### config.mk
export PLATFORM = sky130hd
export DESIGN_NAME = frv_mdu_issue
export DESIGN_NICKNAME = d
export VERILOG_FILES = /design/src/rtl/frv_mdu_pkg.sv /design/src/rtl/frv_mdu_fastpath.sv /design/src/rtl/frv_mdu_issue.sv
export SDC_FILE = /design/constraint.sdc
export NUM_CORES = 1
export LEC_CHECK = 0
export CORE_ASPECT_RATIO = 0.7
export CORE_MARGIN = 4
export CORE_UTILIZATION = 44
export CTS_CLUSTER_SIZE = 30
export DETAILED_ROUTE_END_ITERATION = 7
export GPL_ROUTABILITY_DRIVEN = 0
export PLACE_DENSITY = 0.89
export SYNTH_ARGS = -nofsm -noshare
export SYNTH_HDL_FRONTEND = slang
export SYNTH_SLANG_ARGS = --single-unit
### constraint.sdc
create_clock -name g_clk -period 2.6 [get_ports g_clk]
set_input_delay 0.52 -clock g_clk [delete_from_list [all_inputs] [get_ports g_clk]]
set_output_delay 0.52 -clock g_clk [all_outputs]
set_load 0.02 [all_outputs]
### src/rtl/frv_mdu_pkg.sv
// Shared definitions for the MDU issue logic.
// Holds the request op codes, the issue FSM state type and the mapping from
// an op code to the unit's one-hot op lines.
package frv_mdu_pkg;

  localparam logic [3:0] MDU_OP_MUL    = 4'd0;
  localparam logic [3:0] MDU_OP_MULH   = 4'd1;
  localparam logic [3:0] MDU_OP_MULHSU = 4'd2;
  localparam logic [3:0] MDU_OP_MULHU  = 4'd3;
  localparam logic [3:0] MDU_OP_DIV    = 4'd4;
  localparam logic [3:0] MDU_OP_DIVU   = 4'd5;
  localparam logic [3:0] MDU_OP_REM    = 4'd6;
  localparam logic [3:0] MDU_OP_REMU   = 4'd7;
  localparam logic [3:0] MDU_OP_CLMUL  = 4'd8;
  localparam logic [3:0] MDU_OP_CLMULH = 4'd9;
  localparam logic [3:0] MDU_OP_CLMULR = 4'd10;

  localparam int unsigned MDU_OP_NUM = 11;

  typedef enum logic [1:0] {
    StIdle,
    StRun,
    StClr,
    StResp
  } mdu_state_e;

  // Codes above MDU_OP_CLMULR are illegal and map to no op line.
  function automatic logic [MDU_OP_NUM-1:0] mdu_op_onehot(input logic [3:0] op);
    logic [MDU_OP_NUM-1:0] oh;
    oh = '0;
    if (op <= MDU_OP_CLMULR) begin
      oh = {{(MDU_OP_NUM-1){1'b0}}, 1'b1} << op;
    end
    return oh;
  endfunction

endpackage

### src/rtl/frv_mdu_fastpath.sv
// Combinational resolver for requests that never need the MDU.
// Ports:
//   req_op, req_rs1, req_rs2 : encoded request and operands
//   hit                      : request resolved here
//   err                      : resolved as an error (illegal op)
//   result                   : resolved result value
module frv_mdu_fastpath
  import frv_mdu_pkg::*;
#(
  parameter int unsigned XLEN = 32
) (
  input  logic [3:0]      req_op,
  input  logic [XLEN-1:0] req_rs1,
  input  logic [XLEN-1:0] req_rs2,
  output logic            hit,
  output logic            err,
  output logic [XLEN-1:0] result
);

  localparam logic [XLEN-1:0] MinNeg = {1'b1, {(XLEN-1){1'b0}}};

  logic rs2_zero;
  logic div_ovf;

  assign rs2_zero = (req_rs2 == '0);
  // Most-negative / -1 overflows signed division.
  assign div_ovf  = (req_rs1 == MinNeg) && (req_rs2 == '1);

  always_comb begin
    hit    = 1'b0;
    err    = 1'b0;
    result = '0;
    if (req_op > MDU_OP_CLMULR) begin
      hit = 1'b1;
      err = 1'b1;
    end else if ((req_op == MDU_OP_DIV || req_op == MDU_OP_DIVU) && rs2_zero) begin
      hit    = 1'b1;
      result = '1;
    end else if ((req_op == MDU_OP_REM || req_op == MDU_OP_REMU) && rs2_zero) begin
      hit    = 1'b1;
      result = req_rs1;
    end else if (req_op == MDU_OP_DIV && div_ovf) begin
      hit    = 1'b1;
      result = MinNeg;
    end else if (req_op == MDU_OP_REM && div_ovf) begin
      hit    = 1'b1;
      result = '0;
    end
  end

endmodule

### src/rtl/frv_mdu_issue.sv
// Execute-stage initiator for the multi-cycle mul/div/clmul unit.
// Accepts a request, resolves trivial cases locally, otherwise drives the
// unit until ready, captures the result, flushes the unit and hands the
// result to writeback.
// Ports:
//   g_clk, g_resetn          : clock, async active-low reset
//   flush                    : pipeline flush, abandons any operation
//   req_valid/ready/op/rs1/rs2 : request handshake and payload
//   mdu_valid/flush/op/rs1/rs2 : drive to the unit
//   mdu_ready, mdu_rd        : unit result (ready held until flushed)
//   rsp_valid/ready/rd/err   : writeback handshake and payload
module frv_mdu_issue
  import frv_mdu_pkg::*;
#(
  parameter int unsigned XLEN        = 32,
  parameter int unsigned MDU_TIMEOUT = 100
) (
  input  logic                  g_clk,
  input  logic                  g_resetn,
  input  logic                  flush,
  input  logic                  req_valid,
  output logic                  req_ready,
  input  logic [3:0]            req_op,
  input  logic [XLEN-1:0]       req_rs1,
  input  logic [XLEN-1:0]       req_rs2,
  output logic                  mdu_valid,
  output logic                  mdu_flush,
  output logic [MDU_OP_NUM-1:0] mdu_op,
  output logic [XLEN-1:0]       mdu_rs1,
  output logic [XLEN-1:0]       mdu_rs2,
  input  logic                  mdu_ready,
  input  logic [XLEN-1:0]       mdu_rd,
  output logic                  rsp_valid,
  input  logic                  rsp_ready,
  output logic [XLEN-1:0]       rsp_rd,
  output logic                  rsp_err
);

  localparam int unsigned CntW = (MDU_TIMEOUT > 2) ? $clog2(MDU_TIMEOUT) : 1;
  localparam logic [CntW-1:0] CntMax = CntW'(MDU_TIMEOUT - 1);

  mdu_state_e      state_q, state_d;
  logic [3:0]      op_q, op_d;
  logic [XLEN-1:0] rs1_q, rs1_d;
  logic [XLEN-1:0] rs2_q, rs2_d;
  logic [XLEN-1:0] rd_q, rd_d;
  logic            err_q, err_d;
  logic [CntW-1:0] cnt_q, cnt_d;

  logic            fp_hit;
  logic            fp_err;
  logic [XLEN-1:0] fp_result;

  frv_mdu_fastpath #(
    .XLEN (XLEN)
  ) u_fastpath (
    .req_op  (req_op),
    .req_rs1 (req_rs1),
    .req_rs2 (req_rs2),
    .hit     (fp_hit),
    .err     (fp_err),
    .result  (fp_result)
  );

  always_ff @(posedge g_clk or negedge g_resetn) begin
    if (!g_resetn) begin
      state_q <= StIdle;
      op_q    <= '0;
      rs1_q   <= '0;
      rs2_q   <= '0;
      rd_q    <= '0;
      err_q   <= 1'b0;
      cnt_q   <= '0;
    end else begin
      state_q <= state_d;
      op_q    <= op_d;
      rs1_q   <= rs1_d;
      rs2_q   <= rs2_d;
      rd_q    <= rd_d;
      err_q   <= err_d;
      cnt_q   <= cnt_d;
    end
  end

  always_comb begin
    state_d = state_q;
    op_d    = op_q;
    rs1_d   = rs1_q;
    rs2_d   = rs2_q;
    rd_d    = rd_q;
    err_d   = err_q;
    cnt_d   = cnt_q;
    if (flush) begin
      // Flush wins over accept, unit ready and writeback handshake alike.
      state_d = StIdle;
    end else begin
      unique case (state_q)
        StIdle: begin
          if (req_valid) begin
            if (fp_hit) begin
              rd_d    = fp_result;
              err_d   = fp_err;
              state_d = StResp;
            end else begin
              op_d    = req_op;
              rs1_d   = req_rs1;
              rs2_d   = req_rs2;
              cnt_d   = '0;
              err_d   = 1'b0;
              state_d = StRun;
            end
          end
        end
        StRun: begin
          if (mdu_ready) begin
            rd_d    = mdu_rd;
            err_d   = 1'b0;
            state_d = StClr;
          end else if (cnt_q == CntMax) begin
            rd_d    = '0;
            err_d   = 1'b1;
            state_d = StClr;
          end else begin
            cnt_d = cnt_q + CntW'(1);
          end
        end
        StClr:   state_d = StResp;
        StResp:  if (rsp_ready) state_d = StIdle;
        default: state_d = StIdle;
      endcase
    end
  end

  always_comb begin
    req_ready = (state_q == StIdle) && !flush;
    mdu_valid = (state_q == StRun);
    mdu_op    = mdu_valid ? mdu_op_onehot(op_q) : '0;
    mdu_rs1   = rs1_q;
    mdu_rs2   = rs2_q;
    // CLR re-arms the unit so it is never re-requested while holding a result.
    mdu_flush = flush || (state_q == StClr);
    rsp_valid = (state_q == StResp);
    rsp_rd    = rd_q;
    rsp_err   = err_q;
  end

endmodule
==> out/qor.yml, run 1 <==
drt:
  drtIter0Drc: 288
  drtPass1Iterations: 5
  antenna_left: 0
  drt_wl_total_mm: 18.5
  post-route-drc-count: 0
  vias: 4931
  vias_per_cell: 5.45
  wl_per_cell_um: 20.5
layout:
  nets: 853
  design_area_um2: 8860
  syn_to_final_growth_pct: 66.2
  seq_area_um2: 2750
  n_antenna_cell: 0
  drive_gt1_share_pct: 32.9
  stdcell_count: 904
  multi_input_area_um2: 2630
  n_fill_cell: 772
global_routing:
  antenna_found_initial: 0
  gr-total-overflow: 0
  grt_pass1_wl_mm: 29.2
  grt_max_degree: 55
  grt_usage_pct: 26.4
  grt_pass1_vias: 5298
sta:
  tightest_slew_ns: 0.559
  setup_viol: 0
  tns_ns: 0
  maxSlewViolCount: 0
  finalWorstPathRequiredPeriod_ns: 2.58
  max_freq_ghz: 0.388
  relSlewSlack_pct: 62.7
  hold_ws_ns: 0.167
  hold_viol: 0
  fin_crit_sh_pct: 99.2
  rsz0062_at_grt: "true"
  fin_worst_skew_ns: 0.00503
placed_design:
  portBuffers: 217
  dp.final_hpwl_mm: 13.6
  dpl.cell_count: 877
  placed_area_um2: 8220
synth:
  synth_compound_area_share_pct: 6.90
  ys.flop_type: "dfrtp_1"
  syn_area_um2: 5330
  synth_edf_count: 0
  synth_mux_area_share_pct: 23.3
  synth_top_family_by_area: "multiplexers"
  synthAdderAreaFrac_pct: 1.17
  ys_ff_latch: 110
  yosysSeqAreaShare_pct: 51.6
  yosysWarnings: 0
  ys_async_sr_fraction_pct: 100
  synth_nets: 566
  synth_xor_area_share_pct: 0.164
  yosysUniqueCellTypes: 51
  syn_area_per_cell_um2: 11.7
  netlist_instances: 455
  yosys.area_share.simple_pct: 13.5
die:
  num_rows: 33
  die_area_um2: 14000
  boundaryPins: 218
  core-area_um2: 11800
  die_y_um: 100
  dieWidth_um: 140
  initial_core_util_pct: 45.3
clock_tree:
  clk_path_buf_depth: 2
  ctsHoldBuffers: 0
  cts_sinks: 110
  clk_pin_slew_ns: 0.07
  cts_buffers: 9
  htreeDepth: 3
  cts_root_buffer: "clkbuf_16"
  insertion_delay_ns: 0.34
  tritoncts: "built"
power_and_ir_drop:
  ir_drop_mv: 0.768
  p_leak_nw: 4.04
  total_power_mw: 9.28
  powerDensity_nw_per_um2: 1050
critical_path:
  path_max_fanout: 36
  reg2reg_depth: 9
  crit_type: "input port to flip-flop"
  cp.arrival_ns: 2.81
  cp.required_ns: 2.83
  worstSetupEndpointType: "flip-flop"
  startpoint_type: "input port"
outcome:
  status: "finished clean"
job:
  maxCapViolations: 0
min_path:
  worstHoldPathType: "input port to async pin"
==> per-stage QoR <==
stage,utilization (%),setup WS [ns]
finish,75.3,0.0209
detailed placement,69.9,-0.738
global placement,69.9,-0.686
global route,75.3,-0.0177
CTS,74.8,0.00834
floorplan,-,0.107
==> flip-flops by register name, indices dropped and copies added (netlist names) <==
name and flops:
cnt_q 7, state_q 2, mdu_rs2 32, op_q 4
mdu_rs1 32, rsp_rd 32, rsp_err 1
==> critical path, stage by stage <==
cell             delay, ns
clkdlybuf4s50_1       0.49
buf_4                 0.14
nor4_4                0.04
nand3_1               0.11
o32a_1                0.26
buf_4                 0.16
o211ai_4              0.08
nor3_4                0.33
buf_12                0.26
mux2_2                0.37
==> worst paths after layout <==
check	startpoint	end	slack, ns
hold / removal	g_resetn	mdu_rs1[1]$_DFFE_PN0P_	0.17
setup reg to reg	cnt_q[0]$_DFFE_PN0P_	rsp_rd[23]$_DFFE_PN0P_	0.34
setup / recovery	req_rs2[15]	mdu_rs1[24]$_DFFE_PN0P_	0.02
min in group g_clk	req_rs1[16]	mdu_rs1[16]$_DFFE_PN0P_	0.49
max in group asynchronous	g_resetn	mdu_rs1[26]$_DFFE_PN0P_	1.74
hold reg to reg	rsp_rd[31]$_DFFE_PN0P_	rsp_rd[31]$_DFFE_PN0P_	0.50
==> what timing repair did <==
action / 4_1_cts / 5_1_grt
endpoints found under the setup margin: 112 / 96
pin swaps: 20 / 17
gates cloned: 4 / 0
gates resized for setup: 140 / 26
buffers inserted: 6 / 4
==> power breakdown <==
| part | leakage (nW) | internal, mW | switching (mW) |
|---|---|---|---|
| combinational | 2.51 | 2.57 | 2.23 |
| sequential | 1.38 | 2.49 | 0.549 |
| clock | 0.152 | 0.787 | 0.645 |
| total | 4.04 | 5.85 | 3.43 |
==> final cells by class <==
type	count	share of cell area, %
clock buffers	11	2.74
clock inverters	5	0.762
inverters	10	0.424
multi-input cells	309	29.6
flip-flops and latches	110	31.1
well taps	157	2.22
repair buffers	302	33.1
==> layer usage <==
metal	track usage (%)	vias up	wire [um]
li1	-	2203	-
met1	32.8	2453	7410
met2	47.5	256	9310
met3	6.67	19	1550
met4	5.51	0	246
met5	0	-	0
==> cell usage after synthesis, types with 2 or more instances <==
library cell / instances / area [um2]
and2_1: 2 / 12.5
a21boi_0: 3 / 22.5
inv_1: 10 / 37.5
a2bb2oi_1: 4 / 35.0
nand4_1: 11 / 68.8
nand3b_1: 3 / 22.5
mux2i_1: 2 / 20.0
buf_4: 3 / 22.5
buf_2: 4 / 20.0
ha_1: 5 / 62.6
o21ai_0: 33 / 165
mux2_2: 81 / 912
nand2_1: 71 / 267
nor4_1: 17 / 106
buf_6: 3 / 33.8
a2111oi_0: 3 / 26.3
nor2b_1: 3 / 18.8
nand3_1: 6 / 30.0
nor3_1: 4 / 20.0
nor2_1: 11 / 41.3
mux2_4: 20 / 300
or3_1: 2 / 12.5
clkbuf_1: 15 / 56.3
nand2b_1: 3 / 18.8
dfrtp_1: 110 / 2750
==> cell families after synthesis <==
family                   after synthesis
AND/OR/NAND/NOR                      144
flip-flops                           110
multiplexers                         104
AO/OA/AOI/OAI                         55
buffers and inverters                 36
adder cells (fa/ha/maj)                5
XOR/XNOR                               1
==> layout by cell type, fill, tap and decap left out, drive strengths merged, types with 4 or more instances in the layout <==
cell type / instances
a2bb2oi: 4
buf: 94
clkbuf: 13
clkdlybuf4s15: 19
clkdlybuf4s50: 146
dfrtp: 110
dlygate4sd2: 35
dlymetal6s2s: 6
ha: 5
inv: 11
mux2: 102
nand2: 71
nand3: 6
nand4: 11
nor2: 12
nor3: 5
nor4: 17
o21ai: 33
Power figures use the tool's default switching activity.
==> run 2: changes to the inputs <==
RECOVER_POWER = 100   (was not set)
==> run 2 against run 1 <==
Power fell by 3.3%. Sequential power about the same. Sequential share of layout area rose by 0.23 points. Fmax is 0.16% higher. First-iteration DRC count is 1.4% higher. Routed wire length up 0.18%. Die area is the same. Via count grew 0.69%. Global-route usage did not move. Largest power group unchanged. Highest routed layer unchanged.
==> out/qor.yml, run 2 (synthesis results as in run 1) <==
clock_tree:
  ctsHoldBuffers: 0  # unchanged
  cts_sinks: 110  # unchanged
  cts_buffers: 9  # unchanged
  clk_pin_slew_ns: 0.07  # about the same
  tritoncts: "built"
  clk_path_buf_depth: 2  # unchanged
  insertion_delay_ns: 0.34  # about the same
  htreeDepth: 3  # unchanged
  cts_root_buffer: "clkbuf_16"
die:
  boundaryPins: 218  # unchanged
  die_area_um2: 14000  # unchanged
  num_rows: 33  # unchanged
  core-area_um2: 11800  # unchanged
  dieWidth_um: 140  # unchanged
  initial_core_util_pct: 45.3  # unchanged
  die_y_um: 100  # unchanged
layout:
  n_fill_cell: 785  # +1.7%
  multi_input_area_um2: 2630  # unchanged
  syn_to_final_growth_pct: 65.0
  stdcell_count: 904  # unchanged
  n_antenna_cell: 0  # unchanged
  final_common_cell: "dfrtp_1"
  final_cell_mix: "dfrtp_1 (110), dlygate4sd3_1 (100), mux2_2 (74), nand2_1 (70), buf_4 (70)"
  drive_gt1_share_pct: 32.8  # -0.13 points
  seq_area_um2: 2750  # unchanged
  nets: 853  # unchanged
critical_path:
  worstSetupEndpointType: "flip-flop"
  cp.arrival_ns: 2.80  # about the same
  reg2reg_depth: 9  # unchanged
  reg2reg_slack_ns: 0.35  # about the same
  path_max_fanout: 5  # -86%
  crit_type: "input port to flip-flop"
  cp.required_ns: 2.83  # about the same
  startpoint_type: "input port"
drt:
  antenna_left: 0  # unchanged
  drt_wl_total_mm: 18.5  # +0.18%
  vias_per_cell: 5.49  # +0.69%
  drtIter0Drc: 292  # +1.4%
  drtPass1Iterations: 6  # +1
  vias: 4965  # +0.69%
  post-route-drc-count: 0  # unchanged
  wl_per_cell_um: 20.5  # +0.18%
sta:
  relSlewSlack_pct: 19.3  # -43 points
  tightest_slew_ns: 1.21  # +0.652 ns
  max_freq_ghz: 0.388  # +0.16%
  hold_viol: 0  # unchanged
  setup_viol: 0  # unchanged
  finalWorstPathRequiredPeriod_ns: 2.58  # -0.00399 ns
  rsz0062_at_grt: "true"
  hold_ws_ns: 0.363  # +0.196 ns
  fin_crit_sh_pct: 99.0  # -0.15 points
  fin_worst_skew_ns: 0.00825  # +0.00322 ns
  maxSlewViolCount: 0  # unchanged
global_routing:
  grt_pass1_vias: 5298  # unchanged
  grt_pass1_wl_mm: 29.2  # unchanged
  grt_max_degree: 55  # unchanged
  antenna_found_initial: 0  # unchanged
  grt_usage_pct: 26.4  # unchanged
  gr-total-overflow: 0  # unchanged
power_and_ir_drop:
  seq_power_share_pct: 33.6  # +0.8 points
  p_clk_share_pct: 15.9  # +0.5 points
  power_frac_comb_pct: 50.5  # -1.3 points
  p_int_mw: 5.57  # -4.8%
  sw_frac_of_total_pct: 37.9  # +0.94 points
  power.switching_mw: 3.40  # -0.89%
  ir_drop_mv: 0.714  # -7.0%
  p_leak_nw: 4.07  # +0.73%
  powerDensity_nw_per_um2: 1020  # -2.6%
job:
  maxCapViolations: 0  # unchanged
min_path:
  worstHoldPathType: "input port to async pin"
outcome:
  status: "finished clean"
placed_design:
  dpl.cell_count: 877  # unchanged
  dp.final_hpwl_mm: 13.6  # unchanged
  portBuffers: 217  # unchanged
## run 2: cell types whose count changed in the layout (fill, tap and decap cells not counted), sizes merged
cell	delta
clkdlybuf4s50	-100
dlygate4sd3	+100
clkbuf	+7
dlymetal6s2s	-5
buf	-2
## run 2: routing by layer
metal / vias up / GRT usage [%] / routed length, um
met3: 20 / 6.67 / 1430
met1: 2485 / 32.8 / 7530
met4: 0 / 5.51 / 241
li1: 2210 / - / -
met5: - / 0 / 0
met2: 250 / 47.5 / 9350
## run 2: per-stage QoR
| stage | cell area (um2) | setup TNS, ns | utilization [%] | total power, mW | worst slack, ns |
|---|---|---|---|---|---|
| floorplan | 5330 | 0 | - | 5.25 | 0.107 |
| global placement | 8220 | -69.12 | 69.9 | 7.47 | -0.686 |
| detailed placement | 8220 | -73.47 | 69.9 | 7.65 | -0.738 |
| CTS | 8810 | 0 | 74.8 | 9.32 | 0.00834 |
| global route | 8800 | -0.170 | 74.8 | 9.42 | -0.0177 |
| finish | 8800 | 0 | 74.8 | 8.97 | 0.0249 |
## run 2: path summary, 6_finish.rpt
check / end / from
min in group g_clk: rsp_rd[31]$_DFFE_PN0P_ / rsp_rd[31]$_DFFE_PN0P_
setup reg to reg: rsp_rd[23]$_DFFE_PN0P_ / cnt_q[0]$_DFFE_PN0P_
hold reg to reg: rsp_rd[31]$_DFFE_PN0P_ / rsp_rd[31]$_DFFE_PN0P_
setup / recovery: rsp_rd[23]$_DFFE_PN0P_ / req_rs1[28]
hold / removal: mdu_rs1[6]$_DFFE_PN0P_ / g_resetn
max in group asynchronous: mdu_rs2[31]$_DFFE_PN0P_ / g_resetn
## run 2: cell type report
type,count,share of cell area (%)
clock inverters,5,0.768
multi-input cells,309,29.9
clock buffers,11,2.76
well taps,157,2.23
repair buffers,302,32.7
flip-flops and latches,110,31.3
inverters,10,0.427
## run 2: timing repair
action                     4_1_cts  5_1_grt
gates resized for setup        140       26
setup endpoints to repair      112       96
setup buffers                    6        4
gates cloned                     4        0
pin swaps                       20       17
## run 2: power groups by stage
| stage | Sequential, mW | Combinational (mW) | Clock (mW) |
|---|---|---|---|
| 2_1_floorplan | 3.80 | 1.45 | 0 |
| 3_3_place_gp | 2.99 | 4.47 | 0 |
| 3_5_place_dp | 3.05 | 4.60 | 0 |
| 4_1_cts | 3.04 | 4.83 | 1.45 |
| 5_1_grt | 3.11 | 4.80 | 1.51 |
| 6_report | 3.01 | 4.53 | 1.43 |
## run 2: worst max-delay path, cell delays in order
cell and delay [ns]:
clkdlybuf4s15_2 0.22, nor4_4 0.29, nand3_2 0.13, or4_4 0.55, o211a_4 0.28, nor2_4 0.15, buf_12 0.14, buf_12 0.10
buf_16 0.11, mux2_4 0.30
